File: src/rtl/mem_arbiter.sv
// Two-requester arbiter for a single-port memory with an RD_LAT-deep read-tag pipeline.
// Define MEM_ARB_ROUND_ROBIN_EN for round-robin arbitration; default is fixed priority to requester 0.
//
// state | meaning
// IDLE  | no request seen last cycle
// OWN0  | requester 0 granted most recently
// OWN1  | requester 1 granted most recently
module mem_arbiter #(
    parameter int ADDR_W = 19,
    parameter int RD_LAT = 2
) (
    input  logic              clk,
    input  logic              rst,
    input  logic              req0,
    input  logic [3:0]        wea0,
    input  logic [ADDR_W-1:0] addr0,
    input  logic [31:0]       wdata0,
    output logic              gnt0,
    output logic              rvalid0,
    output logic [31:0]       rdata0,
    input  logic              req1,
    input  logic [3:0]        wea1,
    input  logic [ADDR_W-1:0] addr1,
    input  logic [31:0]       wdata1,
    output logic              gnt1,
    output logic              rvalid1,
    output logic [31:0]       rdata1,
    output logic [ADDR_W-1:0] mem_addr,
    output logic [3:0]        mem_wea,
    output logic [31:0]       mem_wdata,
    input  logic [31:0]       mem_rdata
);

    typedef enum logic [1:0] {S_IDLE, S_OWN0, S_OWN1} state_t;

    state_t              state_q, state_d;
    logic                gnt0_w, gnt1_w;
    logic [ADDR_W-1:0]   addr_q, addr_d;
    logic [31:0]         wdata_q, wdata_d;
    logic [RD_LAT-1:0]   tag_vld_q;
    logic [RD_LAT-1:0]   tag_id_q;
    logic                rd_push;
    logic                tag_out_vld, tag_out_id;
    logic [31:0]         rdata0_q, rdata1_q;

`ifdef MEM_ARB_ROUND_ROBIN_EN
    logic                rr_ptr_w;
    // IDLE and OWN1 both favour requester 0; only OWN0 hands priority to requester 1
    assign rr_ptr_w = (state_q == S_OWN0);
`endif

    always_ff @(posedge clk) begin
        if (rst) begin
            state_q <= S_IDLE;
        end else begin
            state_q <= state_d;
        end
    end

    always_comb begin
        state_d = state_q;
        if (gnt0_w) begin
            state_d = S_OWN0;
        end else if (gnt1_w) begin
            state_d = S_OWN1;
        end else if (!req0 && !req1) begin
            state_d = S_IDLE;
        end
    end

    always_comb begin
        gnt0_w = 1'b0;
        gnt1_w = 1'b0;
        if (!rst) begin
`ifdef MEM_ARB_ROUND_ROBIN_EN
            if (req0 && req1) begin
                gnt0_w = ~rr_ptr_w;
                gnt1_w = rr_ptr_w;
            end else begin
                gnt0_w = req0;
                gnt1_w = req1;
            end
`else
            gnt0_w = req0;
            gnt1_w = req1 & ~req0;
`endif
        end
    end

    assign gnt0 = gnt0_w;
    assign gnt1 = gnt1_w;

    // Memory port: granted requester drives through; otherwise hold last issued address/data
    always_comb begin
        mem_addr  = addr_q;
        mem_wdata = wdata_q;
        mem_wea   = 4'b0000;
        if (rst) begin
            mem_addr  = '0;
            mem_wdata = '0;
        end else if (gnt0_w) begin
            mem_addr  = addr0;
            mem_wdata = wdata0;
            mem_wea   = wea0;
        end else if (gnt1_w) begin
            mem_addr  = addr1;
            mem_wdata = wdata1;
            mem_wea   = wea1;
        end
    end

    assign addr_d  = mem_addr;
    assign wdata_d = mem_wdata;

    always_ff @(posedge clk) begin
        if (rst) begin
            addr_q  <= '0;
            wdata_q <= '0;
        end else if (gnt0_w || gnt1_w) begin
            addr_q  <= addr_d;
            wdata_q <= wdata_d;
        end
    end

    assign rd_push = (gnt0_w || gnt1_w) && (mem_wea == 4'b0000);

    always_ff @(posedge clk) begin
        if (rst) begin
            tag_vld_q <= '0;
            tag_id_q  <= '0;
        end else begin
            tag_vld_q[0] <= rd_push;
            tag_id_q[0]  <= gnt1_w;
            for (int i = 1; i < RD_LAT; i++) begin
                tag_vld_q[i] <= tag_vld_q[i-1];
                tag_id_q[i]  <= tag_id_q[i-1];
            end
        end
    end

    assign tag_out_vld = tag_vld_q[RD_LAT-1];
    assign tag_out_id  = tag_id_q[RD_LAT-1];
    assign rvalid0     = !rst && tag_out_vld && !tag_out_id;
    assign rvalid1     = !rst && tag_out_vld && tag_out_id;

    always_ff @(posedge clk) begin
        if (rst) begin
            rdata0_q <= '0;
            rdata1_q <= '0;
        end else begin
            if (rvalid0) rdata0_q <= mem_rdata;
            if (rvalid1) rdata1_q <= mem_rdata;
        end
    end

    // Read data passes straight through on the pulse and is held afterwards
    assign rdata0 = rst ? 32'h0 : (rvalid0 ? mem_rdata : rdata0_q);
    assign rdata1 = rst ? 32'h0 : (rvalid1 ? mem_rdata : rdata1_q);

endmodule

File: config.mk
export PLATFORM = sky130hd
export DESIGN_NAME = mem_arbiter
export DESIGN_NICKNAME = d
export VERILOG_FILES = /design/src/rtl/mem_arbiter.sv
export SDC_FILE = /design/constraint.sdc
export NUM_CORES = 1
export LEC_CHECK = 0
export ABC_AREA = 0
export CORE_MARGIN = 2
export CORE_UTILIZATION = 40
export DETAILED_ROUTE_END_ITERATION = 7
export PLACE_DENSITY = 0.88
export SLEW_MARGIN = 5
export SYNTH_ARGS = -nofsm -noshare
export SYNTH_HDL_FRONTEND = slang
export SYNTH_SLANG_ARGS = --single-unit
File: constraint.sdc
create_clock -name clk -period 1.95 [get_ports clk]
set_clock_uncertainty 0.2 [all_clocks]
set_input_delay 0.39 -clock clk [delete_from_list [all_inputs] [get_ports clk]]
set_output_delay 0.39 -clock clk [all_outputs]
set_load 0.03 [all_outputs]
Yosys cells after proc, flatten, opt, wreduce, memory -nomap -nowiden --
Index checks and enable logic that the tools add are counted.
Storage, ports and cells: output and inout bits 123, word-level logic and storage cells 31, input port bits 146, register bits after elaboration 119
Cells by class: mux-type cells 15, bitwise operators 2, reduce and logical (&&, ||, !) cells 8
Operators by type and width (count):
- $mux 32 | 7
- $mux 19 | 3
- $mux 4 | 3
- $logic_and 1x1->1 | 4
- $logic_not 4->1 | 1
- $logic_not 1->1 | 2
- $mux 1 | 2
- $and 1x1->1 | 1
- $logic_or 1x1->1 | 1
- $not 1->1 | 1

Depth between registers and ports, before layout --
Gate-level depths: netlist of run 1.
word-level depth 8, gate-level depth with buffers 5, gate-level depth less buffers 4

Worst setup path after synthesis of run 1 --
OpenSTA, ideal clock, no wires.
path type input to output, from input rst, to output rdata0[11], setup slack -171 ps, arrival time 1531 ps, data required time 1360 ps, path buffers 2, cell stages on the path 4, cell sequence buf_4 -> clkbuf_1 -> nand2b_1 -> o21ai_0
Between the ends: word-level cells in the longest chain between the ends 5
RTL lines:
- start, declared | line 13 | input logic rst,
- $logic_not 1->1 | line 143 | assign rvalid0 = !rst && tag_out_vld && !tag_out_id;
- $logic_and 1x1->1 (2 in series) | line 143
- $mux 32
- $mux 32 (*)
- end, declared | line 20 | output logic [31:0] rdata0,
Every way passes the cells marked *; elsewhere a longest branch is shown, timed or not.

Worst setup path after layout of run 1 --
from register tag_id_q[1], to output rdata1[14]
Between the ends: word-level cells in the longest chain between the ends 3
RTL lines:
- start, declared | line 41 | logic [RD_LAT-1:0] tag_id_q;
- start signal, assigned by index | line 136 | tag_id_q[i] <= tag_id_q[i-1];
- $logic_and 1x1->1 | line 144 | assign rvalid1 = !rst && tag_out_vld && tag_out_id;
- $mux 32 (2 in series)
- end, declared | line 27 | output logic [31:0] rdata1,
Every way passes these cells.

==> results.cfg, run 1 <==
[outcome]
status = finished, violations left
failing_checks = setup timing

[yosys]
synth_most_common_cell = sky130_fd_sc_hd__dfxtp_1
yosys.area.top_type = sky130_fd_sc_hd__dfxtp_1
yosysTopAreaCellShare_pct = 44.59
synth_nets = 728
postSynth.topFlopCell = sky130_fd_sc_hd__dfxtp_1
number_of_different_library_cells_in_the_post_synthesis_netlist = 23
ys.warnings.count = 0
synth_sequential_area_ratio_pct = 44.59
postSynthCellCount = 582
synth_top_cells_by_area = sky130_fd_sc_hd__dfxtp_1 (45%), sky130_fd_sc_hd__mux2_4 (10%), sky130_fd_sc_hd__mux2i_1 (9.6%)
synth-edff-count = 0
avgSynthCellArea_um2 = 9.180
synth.cells.most_frequent = sky130_fd_sc_hd__dfxtp_1 (119), sky130_fd_sc_hd__nor2_1 (104), sky130_fd_sc_hd__nand2_1 (99)
mappedNetlistArea_mm2 = 0.005343
ys_seq_elements = 119
asyncSetResetFlopFracSynth_pct = 0

[sta]
final_period_minus_worst_setup_slack_ps = 2293
setup_repair_after_global_routing_missed_its_margin = true
final_layout_worst_hold_slack_ps = 31.03
worstMarginPinSlew_ps = 302.1
hold_viol = 0
drv_slew = 0
fin_crit_sh_pct = 117.6
finalWorstSetupSlack_ps = -342.6
max_freq_mhz = 436.2
tns_ps = -24110
slew_headroom_pct = 79.86
setup_viol = 126

[routing]
highest_metal_layer_used_by_the_detailed_router = met4
detail_route.wirelength.met1_um = 11230
drc_violations_left = 0
detail_route.wl_per_cell_um = 26.28
drt_first_pass_iters = 5
via_count = 7021
antenna_violating_nets_post_route = 0
met2_wirelength_um = 15640
route.met3.wl_um = 3137
final_routed_wirelength_um = 32770
drt_first_iter_violations = 642
post_drt_via_cell_ratio = 5.630

[floorplan]
placeableCoreArea_mm2 = 0.01314
num_io_pins = 269
rows = 42
floorplan.die_area_mm2 = 0.01430
initial_core_util_pct = 40.67
die_width_um = 119.6
vertical_die_dimension_um = 119.6

[setup_path]
start_kind = register
cp.arrival_ps = 1700
critPathCaptureType = output port
cp.required_ps = 1360
critical_path_class = register to output port
critical_path_peak_fanout = 6

[place]
pre_cts_slack_ps = -608.5
post-dp-hpwl_um = 12440
gpl.final_weighted_congestion = 0.7919
placement.io_buffers = 268

[layout]
share_of_final_layout_standard_cells_stronger_than_drive_strength_1_pct = 58.61
areaGrowthSynthToFinish_pct = 126.3
finish.net_count = 1196

[clock_network]
htree_levels = 4
ctsHoldBuffers = 0
clock_latency_ps = 420
maximum_clock_path_buffer_count = 2
clock_slew_seen_by_the_registers_of_the_worst_setup_and_hold_paths_ps = 50
cts_tree = built
cts.root.buffer_cell = sky130_fd_sc_hd__clkbuf_16
cts_num_sinks = 119
cts-buffers-inserted = 17

[grt]
grt-ovfl-total = 0
antenna_found_initial = 6
wire_length_of_the_first_global_routing_pass_um = 35150
grt_pass1_vias = 6366
grt_start_max_net_pins = 33
groute.usage.overall_pct = 32.17

[power_and_ir_drop]
ir_drop_mv = 0.7403
power_switching_share_pct = 28.87
internal_power_mw = 5.741
total_leakage_power_nw = 5.559
power_frac_clock_pct = 40.7
power.combinational.fraction_pct = 27.5
power.density_cell_area_mw_per_mm2 = 667.6
p_seq_share_pct = 31.8
power_switching_mw = 2.331

[hold_path]
class_of_the_worst_hold_path = primary input to register

[job]
drv.max_cap_violation_count = 0
repair_timing:
action / in CTS / in global routing
endpoints found under the setup margin: 123 / 123
buffers inserted: 89 / 63
resized for setup: 476 / 194
cloned: 5 / 4
pin swaps: 41 / 73
final timing paths:
check	from	slack [ps]	cells after the start	end
worst min-delay path	rst	30	2	tag_vld_q[1]
worst min register to register	tag_vld_q[0]	240	1	tag_vld_q[1]
worst max register to register	addr_q[16]	-20	11	addr_q[16]
worst max-delay path	tag_id_q[1]	-340	7	rdata1[14]
through the flow:
stage,cells,instance area (um2),total power [mW],util (%)
after detailed placement,1052,8680,3.924,66.07
after floorplan,582,5512,3.253,-
after global placement,1052,8680,3.897,66.07
final,1247,12090,8.072,92.04
after global routing,1246,12090,8.217,92.02
after CTS,1177,10800,7.506,82.22
critical path, cell delays in order (launching register included):
cell                       delay (ps)
sky130_fd_sc_hd__dfxtp_2          330
sky130_fd_sc_hd__nand3b_1         140
sky130_fd_sc_hd__inv_2            170
sky130_fd_sc_hd__buf_6            150
sky130_fd_sc_hd__buf_16           140
sky130_fd_sc_hd__nand2_1           90
sky130_fd_sc_hd__nand2_2          110
sky130_fd_sc_hd__buf_6            140
power by group through the flow:
stage	registers (mW)	logic (mW)	clock network, mW
after floorplan	2.59	0.665	0
after global placement	2.59	1.30	0
after detailed placement	2.60	1.33	0
after CTS	2.55	1.76	3.19
after global routing	2.57	2.26	3.39
final	2.57	2.22	3.28
cell type report:
type | count | area [um2]
clock buffer | 20 | 436.7
tap | 176 | 220.2
antenna | 8 | 20.02
clock inverter | 12 | 152.6
fill | 417 | 1046
sequential | 119 | 2385
multi-input combinational | 417 | 3934
timing repair buffer | 494 | 4940
inverter | 1 | 3.754
flip-flops by register name (all words and copies together) (netlist names):
| register | cells |
|---|---|
| wdata_q | 32 |
| tag_vld_q | 2 |
| rdata0_q | 32 |
| rdata1_q | 32 |
| tag_id_q | 2 |
| addr_q | 19 |
metal layers:
metal / vias to the layer above / GRT usage, %
met5: - / 0
met4: 0 / 16.25
met3: 227 / 11.12
met2: 581 / 57.86
met1: 3334 / 33.01
li1: 2879 / -
placed cells by master, fill, tap and decap left out, types with 2 or more instances in the layout:
master,Yosys,routed
sky130_fd_sc_hd__a21oi_2,0,2
sky130_fd_sc_hd__clkbuf_16,0,21
sky130_fd_sc_hd__nand2_2,0,28
sky130_fd_sc_hd__mux2i_2,0,5
sky130_fd_sc_hd__buf_8,0,3
sky130_fd_sc_hd__nor2_4,0,2
sky130_fd_sc_hd__dlygate4sd2_1,0,42
sky130_fd_sc_hd__buf_12,0,21
sky130_fd_sc_hd__nand3b_1,36,36
sky130_fd_sc_hd__o21ai_4,0,5
sky130_fd_sc_hd__nor2_1,104,61
sky130_fd_sc_hd__clkdlybuf4s50_1,0,90
sky130_fd_sc_hd__clkinvlp_4,0,4
sky130_fd_sc_hd__dfxtp_2,0,2
sky130_fd_sc_hd__dfxtp_1,119,117
sky130_fd_sc_hd__buf_16,0,6
sky130_fd_sc_hd__buf_6,5,114
sky130_fd_sc_hd__nor2b_1,3,2
sky130_fd_sc_hd__clkinv_2,0,3
sky130_fd_sc_hd__dlymetal6s2s_1,0,10
sky130_fd_sc_hd__mux2i_4,0,46
sky130_fd_sc_hd__bufinv_16,0,3
sky130_fd_sc_hd__nand2b_1,32,32
sky130_fd_sc_hd__buf_4,11,204
sky130_fd_sc_hd__nor2_2,0,41
sky130_fd_sc_hd__o21ai_2,0,27
sky130_fd_sc_hd__diode_2,0,8
sky130_fd_sc_hd__mux2_4,36,51
sky130_fd_sc_hd__clkbuf_1,18,3
sky130_fd_sc_hd__nand2_1,99,43
sky130_fd_sc_hd__nand2_4,0,28
logic make-up after synthesis:
family / synth area share, %
compound gates: 3.583
buf+inv: 4.965
flops: 44.59
mux: 22.83
simple gates: 24.03
Note: power is estimated with default switching activity, not from simulation.
==> run 2: changes to the inputs <==
==> constraint.sdc (replaced) <==
create_clock -name clk -period 1.95 [get_ports clk]
set_clock_uncertainty 0.2 [all_clocks]
set_input_delay 0.195 -clock clk [delete_from_list [all_inputs] [get_ports clk]]
set_output_delay 0.195 -clock clk [all_outputs]
set_load 0.03 [all_outputs]
==> run 2 against run 1 <==
Effect of this change:
- the run still ends with setup timing left
- routed wire length shrank 32%
- combinational power shrank 39%
- design area shrank 15%
- die area is the same
- register-to-register slack lost 130 ps
- first-iteration DRC count shrank 41%
- global-route usage shrank 6.1 points
- critical path type unchanged
- critical endpoint is now rdata0[14]
- largest cell class unchanged
- highest routed layer unchanged
==> results.cfg, run 2 (synthesized netlist as in run 1, its figures left out) <==
[clock_network]
cts_tree = built
cts.root.buffer_cell = sky130_fd_sc_hd__clkbuf_16
clock_latency_ps = 400
cts_num_sinks = 119
htree_levels = 4
maximum_clock_path_buffer_count = 2
clock_slew_seen_by_the_registers_of_the_worst_setup_and_hold_paths_ps = 50
cts-buffers-inserted = 17

[sta]
worstMarginPinSlew_ps = 362.5
final_period_minus_worst_setup_slack_ps = 2118
drv_slew = 0
final_layout_worst_hold_slack_ps = 63.03
hold_viol = 0
finalWorstSetupSlack_ps = -168.4
slew_headroom_pct = 75.83
setup_viol = 62
fin_crit_sh_pct = 108.6
setup_repair_after_global_routing_missed_its_margin = true
max_freq_mhz = 472.1

[setup_path]
critical_path.slowest_cell = sky130_fd_sc_hd__dfxtp_2
critical_path.reg2reg.startpoint = tag_id_q[1]
critPathCaptureType = output port
cpMostUsedCell = sky130_fd_sc_hd__buf_6
critical_path_peak_fanout = 8
timing.critical_path.slowest_cell_delay_ps = 330
capture_instance_of_the_worst_register_to_register_path = rdata0_q[17]
cp.required_ps = 1550
r2r_slack_ps = -150
critical_path.n_buffers_inverters = 3
critical_path_class = register to output port
cp.arrival_ps = 1720
crit_family = buffers and inverters
worstRegToRegCells = 10
worstPathCellList = nor3b_4 > buf_6 > buf_8 > nand2_2 > o21ai_4 > buf_6
timing.critical_path.from = tag_id_q[1]
start_kind = register

[floorplan]
initial_core_util_pct = 40.67
num_io_pins = 269
floorplan.die_area_mm2 = 0.01430
placeableCoreArea_mm2 = 0.01314
die_width_um = 119.6
vertical_die_dimension_um = 119.6
rows = 42

[place]
gpl.final_weighted_congestion = 0.8235
post-dp-hpwl_um = 11760
placement.io_buffers = 268

[layout]
layout_top_registers = rdata0_q (32), rdata1_q (32), wdata_q (32)
final_common_cell = sky130_fd_sc_hd__clkdlybuf4s50_1
finish.net_count = 1085
areaGrowthSynthToFinish_pct = 92.39
share_of_final_layout_standard_cells_stronger_than_drive_strength_1_pct = 45.05
highest_count_cells_in_the_layout_ignoring_fill_and_taps = sky130_fd_sc_hd__clkdlybuf4s50_1 (142), sky130_fd_sc_hd__dfxtp_1 (117), sky130_fd_sc_hd__buf_4 (109)
final_util_pct = 78.24
layout.filler_cells = 731

[grt]
grt_start_max_net_pins = 48
grt-ovfl-total = 0
antenna_found_initial = 0
wire_length_of_the_first_global_routing_pass_um = 29080
grt_pass1_vias = 5658
groute.usage.overall_pct = 26.04

[routing]
drt_first_iter_violations = 376
drc_violations_left = 0
via_count = 5698
post_drt_via_cell_ratio = 5.056
drt_first_pass_iters = 5
antenna_violating_nets_post_route = 0
final_routed_wirelength_um = 22240
detail_route.wl_per_cell_um = 19.73

[power_and_ir_drop]
ir_drop_mv = 0.6132
fin_total_pwr_mw = 7.138
power.density_cell_area_mw_per_mm2 = 694.5
total_leakage_power_nw = 4.712

[hold_path]
min_delay_path_depth = 3
worstHoldStart = rst
class_of_the_worst_hold_path = primary input to register
worst_hold_path.endpoint = wdata_q[0]

[outcome]
failing_checks = setup timing
status = finished, violations left

[job]
drv.max_cap_violation_count = 0
run 2: changes by cell type in the layout (fill, tap and decap cells not counted), moves of 17 or more:
cell,change
sky130_fd_sc_hd__buf_6,-49
sky130_fd_sc_hd__buf_4,-95
sky130_fd_sc_hd__clkdlybuf4s50_1,+52
sky130_fd_sc_hd__mux2i_1,+31
sky130_fd_sc_hd__nor2_2,-41
sky130_fd_sc_hd__clkdlybuf4s15_2,+17
sky130_fd_sc_hd__mux2i_4,-45
sky130_fd_sc_hd__nor2_1,+43
sky130_fd_sc_hd__dlygate4sd2_1,-42
run 2: stage by stage:
stage	setup WS, ps	area (um2)	instances	setup TNS, ps
global placement	-208.2	8342	1036	-7216
finish	-168.4	10280	1127	-5272
CTS	-134.3	9613	1099	-2258
global route	-265.2	10280	1126	-9775
floorplan	85.71	5343	582	0
detailed placement	-233.7	8342	1036	-7685
run 2: report_power, final:
group	switching (mW)	internal, mW	total (mW)
combinational	0.613	0.745	1.36
clock	1.14	2.09	3.23
sequential	0.0271	2.52	2.55
total	1.78	5.36	7.14
run 2: cell type report:
cell class / instances / area (um2) / area share [%]
tap: 176 / 220.2 / 2.142
clock buffer: 22 / 474.2 / 4.614
multi-input combinational: 417 / 3259 / 31.71
timing repair buffer: 383 / 3806 / 37.03
inverter: 1 / 8.758 / 0.08521
clock inverter: 8 / 122.6 / 1.193
antenna: 1 / 2.502 / 0.02435
sequential: 119 / 2385 / 23.20
run 2: worst register-to-register path, delay by kind of cell, from the launching register on:
| family | cells | cell delay, ps |
|---|---|---|
| DFF | 1 | 330 |
| and+or+nand+nor | 1 | 270 |
| AOI/OAI and AO/OA | 1 | 90 |
| buffers and inverters | 8 | 1120 |
run 2: timing repair:
item | CTS | global route
resized for setup | 207 | 190
hold endpoints to repair | 4 | 0
cloned | 2 | 6
hold buffers | 2 | 0
buffers inserted | 29 | 23
setup endpoints to repair | 77 | 95
pin swaps | 15 | 50
run 2: metal layers:
layer	part of all wire, %	global-route usage [%]	vias up
met2	51	46.36	305
met5	0	0	-
met3	8.8	9.601	56
met1	37	28.51	2711
met4	3.3	8.750	0
li1	-	-	2626
run 2: how the worst max path moves through the flow:
| stage | to | slack, ps | depth (start not counted) |
|---|---|---|---|
| finish | rdata0[14] | -170 | 6 |
| global route | rdata1[20] | -270 | 6 |
| CTS | rdata0[29] | -130 | 7 |
| detailed placement | mem_addr[17] | -230 | 7 |
| global placement | mem_addr[8] | -210 | 7 |
| floorplan | rdata0_q[25] | 90 | 4 |
